**config.mk**
```make
export PLATFORM = sky130hd
export DESIGN_NAME = udp_header_inserter
export DESIGN_NICKNAME = d
export VERILOG_FILES = /design/src/rtl/udp_pkg.sv /design/src/rtl/udp_header_inserter_byte_buffer.sv /design/src/rtl/udp_header_inserter.sv
export SDC_FILE = /design/constraint.sdc
export NUM_CORES = 1
export LEC_CHECK = 0
export CAP_MARGIN = 20
export CORE_MARGIN = 2
export CORE_UTILIZATION = 30
export CTS_CLUSTER_SIZE = 24
export DETAILED_ROUTE_END_ITERATION = 8
export GPL_ROUTABILITY_DRIVEN = 0
export GPL_TIMING_DRIVEN = 0
export PLACE_DENSITY_LB_ADDON = 0.25
export SLEW_MARGIN = 10
export SYNTH_ARGS = -nofsm -noshare
export SYNTH_HDL_FRONTEND = slang
export SYNTH_HIERARCHICAL = 1
export SYNTH_SLANG_ARGS = --single-unit
```
**constraint.sdc**
```tcl
create_clock -name clk -period 3.21 [get_ports clk]
set_input_delay 0.321 -clock clk [delete_from_list [all_inputs] [get_ports clk]]
set_output_delay 0.321 -clock clk [all_outputs]
set_load 0.05 [all_outputs]
```
**src/rtl/udp_pkg.sv**
```systemverilog
// Shared constants, state encoding and header byte selection for the UDP header inserter.
package udp_pkg;

  localparam int unsigned UDP_HDR_LEN = 8;

  localparam logic [15:0] DEFAULT_SRC_PORT = 16'd5000;
  localparam logic [15:0] DEFAULT_DST_PORT = 16'd5001;

  typedef enum logic [1:0] {
    StIdle,
    StCollect,
    StHdr,
    StPayload
  } udp_state_e;

  // Header byte idx of an 8-byte UDP header; the checksum (bytes 6-7) is left at zero.
  function automatic logic [7:0] hdr_byte(input logic [2:0]  idx,
                                          input logic [15:0] src_port,
                                          input logic [15:0] dst_port,
                                          input logic [15:0] len);
    logic [7:0] b;
    b = 8'h00;
    case (idx)
      3'd0:    b = src_port[15:8];
      3'd1:    b = src_port[7:0];
      3'd2:    b = dst_port[15:8];
      3'd3:    b = dst_port[7:0];
      3'd4:    b = len[15:8];
      3'd5:    b = len[7:0];
      default: b = 8'h00;
    endcase
    return b;
  endfunction

endpackage

```
**src/rtl/udp_header_inserter_byte_buffer.sv**
```systemverilog
// Simple dual-port byte RAM: one write port, one registered read port.
module byte_buffer #(
  parameter int unsigned DEPTH = 64,
  localparam int unsigned AW = $clog2(DEPTH)
) (
  input  logic          clk,
  input  logic          we,
  input  logic [AW-1:0] waddr,
  input  logic [7:0]    wdata,
  input  logic [AW-1:0] raddr,
  output logic [7:0]    rdata
);

  logic [7:0] mem [DEPTH];

  always_ff @(posedge clk) begin
    if (we) begin
      mem[waddr] <= wdata;
    end
    rdata <= mem[raddr];
  end

endmodule

```
**src/rtl/udp_header_inserter.sv**
```systemverilog
// Buffers a payload burst, then streams an 8-byte UDP header followed by the payload.
module udp_header_inserter
  import udp_pkg::*;
#(
  parameter logic [15:0] SRC_PORT    = DEFAULT_SRC_PORT,
  parameter logic [15:0] DST_PORT    = DEFAULT_DST_PORT,
  parameter int unsigned MAX_PAYLOAD = 64
) (
  input  logic       clk,
  input  logic       rst,
  input  logic [7:0] in_data,
  input  logic       in_valid,
  output logic [7:0] out_data,
  output logic       out_valid,
  input  logic       out_ready,
  output logic       out_last,
  output logic       busy,
  output logic       overflow
);

  localparam int unsigned AW = $clog2(MAX_PAYLOAD);
  localparam int unsigned CW = AW + 1;
  localparam logic [CW-1:0] COUNT_MAX = CW'(MAX_PAYLOAD);
  localparam logic [2:0] HDR_LAST = 3'(UDP_HDR_LEN - 1);

  udp_state_e  state_q, state_d;
  logic [CW-1:0] count_q, count_d;
  logic [CW-1:0] rd_ptr_q, rd_ptr_d;
  logic [2:0]    hdr_idx_q, hdr_idx_d;
  logic [7:0]    out_data_q, out_data_d;
  logic          out_valid_q, out_valid_d;
  logic          out_last_q, out_last_d;
  logic          overflow_q, overflow_d;

  logic          we;
  logic [AW-1:0] waddr;
  logic [7:0]    rdata;
  logic [15:0]   len;
  logic          fire;

  assign len  = 16'(count_q) + 16'(UDP_HDR_LEN);
  assign fire = out_valid_q && out_ready;

  // Read address follows the next pointer so rdata always holds buffer[rd_ptr_q].
  byte_buffer #(
    .DEPTH (MAX_PAYLOAD)
  ) u_buf (
    .clk   (clk),
    .we    (we),
    .waddr (waddr),
    .wdata (in_data),
    .raddr (rd_ptr_d[AW-1:0]),
    .rdata (rdata)
  );

  always_comb begin
    state_d     = state_q;
    count_d     = count_q;
    rd_ptr_d    = rd_ptr_q;
    hdr_idx_d   = hdr_idx_q;
    out_data_d  = out_data_q;
    out_valid_d = out_valid_q;
    out_last_d  = out_last_q;
    overflow_d  = overflow_q;
    we          = 1'b0;
    waddr       = count_q[AW-1:0];

    unique case (state_q)
      StIdle: begin
        if (in_valid) begin
          we       = 1'b1;
          waddr    = '0;
          count_d  = CW'(1);
          rd_ptr_d = '0;
          state_d  = StCollect;
        end
      end
      StCollect: begin
        if (in_valid) begin
          if (count_q == COUNT_MAX) begin
            overflow_d = 1'b1;
          end else begin
            we      = 1'b1;
            count_d = count_q + CW'(1);
          end
        end else begin
          state_d     = StHdr;
          hdr_idx_d   = '0;
          out_valid_d = 1'b1;
          out_last_d  = 1'b0;
          out_data_d  = hdr_byte(3'd0, SRC_PORT, DST_PORT, len);
        end
      end
      StHdr: begin
        if (in_valid) overflow_d = 1'b1;
        if (fire) begin
          if (hdr_idx_q == HDR_LAST) begin
            state_d    = StPayload;
            out_data_d = rdata;
            out_last_d = (count_q == CW'(1));
            rd_ptr_d   = CW'(1);
          end else begin
            hdr_idx_d  = hdr_idx_q + 3'd1;
            out_data_d = hdr_byte(hdr_idx_q + 3'd1, SRC_PORT, DST_PORT, len);
          end
        end
      end
      StPayload: begin
        if (in_valid) overflow_d = 1'b1;
        if (fire) begin
          if (out_last_q) begin
            state_d     = StIdle;
            out_valid_d = 1'b0;
            out_last_d  = 1'b0;
            count_d     = '0;
            rd_ptr_d    = '0;
          end else begin
            out_data_d = rdata;
            out_last_d = (rd_ptr_q == count_q - CW'(1));
            rd_ptr_d   = rd_ptr_q + CW'(1);
          end
        end
      end
      default: state_d = StIdle;
    endcase
  end

  always_ff @(posedge clk or posedge rst) begin
    if (rst) begin
      state_q     <= StIdle;
      count_q     <= '0;
      rd_ptr_q    <= '0;
      hdr_idx_q   <= '0;
      out_data_q  <= '0;
      out_valid_q <= 1'b0;
      out_last_q  <= 1'b0;
      overflow_q  <= 1'b0;
    end else begin
      state_q     <= state_d;
      count_q     <= count_d;
      rd_ptr_q    <= rd_ptr_d;
      hdr_idx_q   <= hdr_idx_d;
      out_data_q  <= out_data_d;
      out_valid_q <= out_valid_d;
      out_last_q  <= out_last_d;
      overflow_q  <= overflow_d;
    end
  end

  assign out_data  = out_data_q;
  assign out_valid = out_valid_q;
  assign out_last  = out_last_q;
  assign overflow  = overflow_q;
  assign busy      = (state_q == StHdr) || (state_q == StPayload);

endmodule

```
==> impl_metrics.csv, run 1 <==
group,metric,value,unit
clock_tree,cts.clk_slew.worst_paths,60,ps
power,peakVddDrop,0.454,mV
placement,placed_area,24100,um2
synth,synth_seq_cells,550,
timing,min_period_over_period,1.08,
placement,post-dp-hpwl,39000,um
floorplanning,dieArea,77000,um2
final_layout,antennaDiodeCount,0,
synth,synth_fp_nets,1237,
global_routing,grt_max_degree,46,
floorplanning,io_pins,24,
min_path,worstHoldPathType,"in2async",
setup_path,slowest_stage,"mux4_2",
setup_path,cp_top_family,"multiplexers",
global_routing,grt_usage,0.155,
clock_tree,worstSkewPairLatency,640,ps
clock_tree,htreeDepth,2,
timing,skew,23.7,ps
floorplanning,core,74200,um2
routing,drt_pass1_iterations,5,
floorplanning,rows,100,
setup_path,slowest_delay,570,ps
routing,totalWireLength,59700,um
global_routing,overflow,0,
synth,seq_area_frac_synth,0.726,
global_routing,antenna_found_initial,1,
timing,clock.fmax,0.290,GHz
floorplanning,die_y,278,um
timing,final-setup-viol-count,8,
synth,syn_inst,1207,
floorplanning,die_x,278,um
timing,worst_slack,-243,ps
setup_path,path_depth,13,
final_layout,final_common_cell,"edfxtp_1",
synth,synthTopCellsByArea,"edfxtp_1, mux4_2, dfrtp_1",
setup_path,path_cells,"ha_4, nand2b_4, or3_4, nor2_4, a21oi_4, o21ai_4, buf_12, buf_16, buf_16, mux4_2, mux4_2, o21ai_4, o41ai_4",
clock_tree,cts_buffers,58,
synth,synthDistinctLibCells,65,
timing,drv_slew,0,
flow_run,max_cap_viol_count,0,
floorplanning,start_util,0.303,
clock_tree,cts_num_sinks,550,
synth,synth_area_leader_cell,"edfxtp_1",
routing,viasPerCell,5.13,
routing,dr.first_iter.drc_count,1169,
synth,yosys.area.top_type_share,0.685,
setup_path,worst_ep_required_time,3680,ps
global_routing,grt_pass1_wl,87200,um
timing,hold_ws,138,ps
timing,hold_viol,0,
synth,async_flop_share,0.0545,
global_routing,grt_pass1_vias,12465,
setup_path,critPathBufInv,3,
setup_path,cp.arrival,3930,ps
timing,slew_headroom,0.474,
clock_tree,cts_buffer_depth,3,
clock_tree,cts_root_buf,"clkbuf_16",
routing,ant_nets,0,
final_layout,area_growth,26.5,%
setup_path,endpoint_kind,"register",
synth,yosysWarnings,6,
final_layout,n_fill_cell,6642,
setup_path,cp_max_fo,7,
clock_tree,cts_tree,"yes",
setup_path,path_class,"reg2reg",
timing,tns,-1510,ps
status,failed_checks,"negative setup slack",
timing,fin_crit,3450,ps
status,status,"finished, violations left",
routing,via_count,12252,
placement,io_buffers,23,
power,p_leak,8.73,nW
synth,avgSynthCellArea,18.6,um2
routing,routedWlPerCell,25.0,um
final_layout,final_cell_mix,"edfxtp_1, mux4_2, nor2_4",
setup_path,rr_worst_depth,13,
power,power.density,520,nW/um2
synth,synthFlopType,"edfxtp_1",
timing,worst_slew_pin_slew,789,ps
final_layout,fin_area,28400,um2
synth,synth_edf_count,512,
timing,rsz0062_at_grt,"true",
final_layout,nets,1401,
setup_path,start_kind,"register",
synth,syn_area,22400,um2
routing,post-route-drc-count,0,
final_layout,layout-drive-gt1-share,0.388,
[flip-flops by register name (all words and copies together), names as in the netlist]
| name | flops |
|---|---|
| count_q | 7 |
| hdr_idx_q | 3 |
| out_data | 8 |
| out_last | 1 |
| out_valid | 1 |
| overflow | 1 |
| rd_ptr_q | 7 |
| state_q | 2 |
| u_buf/mem | 512 |
| u_buf/rdata | 8 |
[cell type report]
class	instances	area (um2)	share of cell area
Inverter	15	56.3	0.00198
Buffer	63	746	0.0263
Clock inverter	33	372	0.0131
Tap cell	969	1210	0.0427
Clock buffer	77	1580	0.0558
Sequential cell	550	16300	0.574
Timing Repair Buffer	108	1190	0.0419
Multi-Input combinational cell	575	6940	0.244
[power by group]
| part | switching [mW] | internal (mW) |
|---|---|---|
| Clock | 2.80 | 3.97 |
| Combinational | 0.131 | 0.0338 |
| Sequential | 0.000367 | 7.83 |
| Total | 2.93 | 11.8 |
[per-layer routing]
layer | up-vias | GRT usage | part of all wire
met1 | 6512 | 0.214 | 0.43
met5 | - | 0 | 0.00017
li1 | 5231 | - | -
met3 | 104 | 0.0234 | 0.057
met2 | 403 | 0.250 | 0.48
met4 | 2 | 0.0575 | 0.035
[timing repair]
item | CTS | global route
setup endpoints to repair | 520 | 449
resized for setup | 339 | 62
buffers inserted | 44 | 30
hold buffers | 0 | 0
pin swaps | 25 | 29
gates cloned | 4 | 0
[metrics by stage]
stage | utilization | setup WS (ps) | std cells | power [mW]
floorplan | - | 52.7 | 1207 | 8.00
global placement | 0.322 | -2360 | 2199 | 8.14
detailed placement | 0.324 | -1670 | 2208 | 8.15
CTS | 0.376 | -240 | 2365 | 14.9
global route | 0.383 | -304 | 2390 | 15.2
finish | 0.383 | -243 | 2390 | 14.8
[synthesized netlist by cell type (9+ instances only)]
cell type,n
a21oi_1,22
a221oi_1,10
buf_2,13
buf_4,15
buf_6,9
clkbuf_1,22
dfrtp_1,30
edfxtp_1,512
ha_1,18
inv_1,15
mux2_2,13
mux2i_1,24
mux4_2,126
nand2_1,47
nand3_1,28
nor2_1,98
nor2b_1,21
nor3_1,10
o21ai_0,23
o21ai_1,11
o22ai_1,9
[logic make-up (layout without fill, tap and decap cells)]
| family | after synthesis | count (layout) | share of synthesized area |
|---|---|---|---|
| simple gates | 245 | 245 | 0.0519 |
| fa+ha+maj | 18 | 18 | 0.0100 |
| buf+inv | 82 | 296 | 0.0215 |
| mux | 163 | 163 | 0.144 |
| compound gates | 136 | 136 | 0.0424 |
| xor+xnor | 13 | 13 | 0.00507 |
| flops | 550 | 550 | 0.726 |
[final timing paths]
path                                              end  slack, ps                    from
max                            u_buf/rdata[5]$_DFF_P_       -240  state_q[0]$_DFFE_PP0P_
min                           out_data[0]$_DFFE_PP0P_        140                     rst
max reg2reg                    u_buf/rdata[5]$_DFF_P_       -240  state_q[0]$_DFFE_PP0P_
min reg2reg                      overflow$_DFFE_PP0P_        480    overflow$_DFFE_PP0P_
max in group asynchronous      state_q[0]$_DFFE_PP0P_       2590                     rst
min in group clk           u_buf/mem[38][7]$_DFFE_PP_        160              in_data[7]
(Power assumes the default switching activity.)
==> inputs of run 2 (changes only) <==
- CORE_UTILIZATION: 30 -> 55
- clock period: 3.21 -> 4.2 ns (I/O delays scaled with it)
==> impl_metrics.csv, run 2 (synthesis results as in run 1) <==
group,metric,value,unit
global_routing,grt_usage,0.258,
global_routing,grt_pass1_wl,77500,um
clock_tree,cts_buffers,54,
routing,via_count,12107,
setup_path,endpoint_kind,"register",
floorplanning,dieArea,42400,um2
final_layout,top_register,"u_buf/mem",
final_layout,largest_reg_flops,512,
status,status,"finished clean",
routing,dr.first_iter.drc_count,1669,
routing,routedWlPerCell,28.4,um
final_layout,nets,1329,
clock_tree,cts.clk_slew.worst_paths,60,ps
power,p_int,9.10,mW
floorplanning,start_util,0.553,
final_layout,antennaDiodeCount,0,
setup_path,rr_worst_depth,10,
flow_run,max_cap_viol_count,0,
clock_tree,cts_buffer_depth,3,
power,p_leak,8.01,nW
power,sequentialPowerShare,0.532,
setup_path,cp_max_fo,10,
placement,dpl.cell_count,1772,
setup_path,worst_ep_required_time,4430,ps
placement,io_buffers,23,
clock_tree,cts_hold_buffers,0,
power,p_sw_frac,0.190,
floorplanning,die_x,206,um
clock_tree,cts_tree,"yes",
final_layout,final_common_cell,"edfxtp_1",
timing,worst_slew_pin_slew,964,ps
timing,fin_crit,4150,ps
floorplanning,core,40600,um2
final_layout,area_growth,13.7,%
power,p_switching,2.14,mW
power,peakVddDrop,0.290,mV
floorplanning,rows,74,
global_routing,overflow,0,
timing,min_period_over_period,0.989,
clock_tree,worstSkewPairLatency,620,ps
placement,post-dp-hpwl,35400,um
min_path,worstHoldPathCells,1,
timing,rsz0062_at_grt,"true",
setup_path,start_kind,"register",
clock_tree,cts_root_buf,"clkbuf_16",
power,combPwrFrac,0.011,
global_routing,antenna_found_initial,0,
final_layout,instances_no_fill,1876,
timing,tns,0,ps
clock_tree,cts_num_sinks,550,
placement,place_ws,-518,ps
timing,worst_slack,47.8,ps
final_layout,final_cell_mix,"edfxtp_1, mux4_2, nor2_1",
routing,post-route-drc-count,0,
final_layout,layout-drive-gt1-share,0.239,
routing,drt_pass1_iterations,6,
floorplanning,die_y,206,um
floorplanning,io_pins,24,
timing,drv_slew,0,
clock_tree,htreeDepth,2,
timing,skew,20.7,ps
timing,hold_ws,235,ps
timing,clock.fmax,0.241,GHz
power,power.density,440,nW/um2
power,clockPowerShare,0.457,
setup_path,cp.arrival,4380,ps
timing,hold_viol,0,
routing,totalWireLength,53300,um
setup_path,path_class,"reg2reg",
timing,slew_headroom,0.355,
min_path,worstHoldPathType,"in2reg",
final_layout,n_fill_cell,2805,
global_routing,grt_pass1_vias,11839,
timing,final-setup-viol-count,0,
global_routing,grt_max_degree,51,
routing,viasPerCell,6.45,
routing,ant_nets,0,
final_layout,utilization,0.630,
-- run 2: changes by cell type in the layout (fill, tap and decap cells not counted), moves of 7 or more --
cell / delta
buf_12: -21
buf_16: -8
buf_4: -46
buf_8: -7
mux2i_1: +15
mux2i_2: -9
nand2_1: +8
nor2_1: +61
nor2_2: +7
nor2_4: -68
-- run 2: area by class of cell --
class	count	area, um2	share of cell area
plain buffers	66	470	0.0184
clock buffers	61	1380	0.0540
clock inverters	40	515	0.0202
inverters	15	56.3	0.00221
multi-input cells	575	5760	0.226
flip-flops and latches	550	16300	0.638
well taps	532	666	0.0261
repair buffers	37	400	0.0157
-- run 2: critical path: stages, from the launching register on --
cell      delay (ps)
dfrtp_1          410
inv_1            100
ha_1             160
buf_4            170
clkbuf_1         400
nor2b_1          260
nor2_1            60
nor2_1           540
nor2b_1          330
nand3_1          480
nor2_1           840
-- run 2: per-layer routing --
metal | wire (um) | vias to the layer above | track usage | part of all wire
met5 | 0 | - | 0 | 0
met4 | 1480 | 0 | 0.0814 | 0.028
met3 | 4880 | 106 | 0.0539 | 0.091
met2 | 25900 | 655 | 0.413 | 0.49
met1 | 21100 | 6279 | 0.362 | 0.40
li1 | - | 5067 | - | -
-- run 2: timing repair --
item,4_1_cts,5_1_grt
setup buffers,0,3
gates resized for setup,17,37
endpoints found under the setup margin,8,105
-- run 2: power groups by stage --
stage	Combinational, mW	Clock (mW)	Sequential (mW)
CTS	0.121	5.20	5.98
global route	0.131	5.41	5.98
detailed placement	0.122	0	6.10
global placement	0.0984	0	6.11
finish	0.121	5.14	5.98
floorplan	0.0113	0	6.10
-- run 2: worst paths after layout --
check | slack, ps | start | end
setup / recovery | 50 | state_q[1]$_DFFE_PP0P_ | u_buf/mem[30][0]$_DFFE_PP_
min in group asynchronous | 250 | rst | out_data[0]$_DFFE_PP0P_
max in group asynchronous | 3370 | rst | count_q[3]$_DFFE_PP0P_
setup reg to reg | 50 | state_q[1]$_DFFE_PP0P_ | u_buf/mem[30][0]$_DFFE_PP_
hold / removal | 230 | in_data[5] | u_buf/mem[53][5]$_DFFE_PP_
hold reg to reg | 490 | out_data[1]$_DFFE_PP0P_ | out_data[1]$_DFFE_PP0P_
-- run 2: per-stage QoR --
step / instance area [um2] / power (mW)
finish: 25500 / 11.2
global route: 25500 / 11.5
CTS: 25400 / 11.3
detailed placement: 23500 / 6.22
global placement: 23300 / 6.21
floorplan: 22400 / 6.11
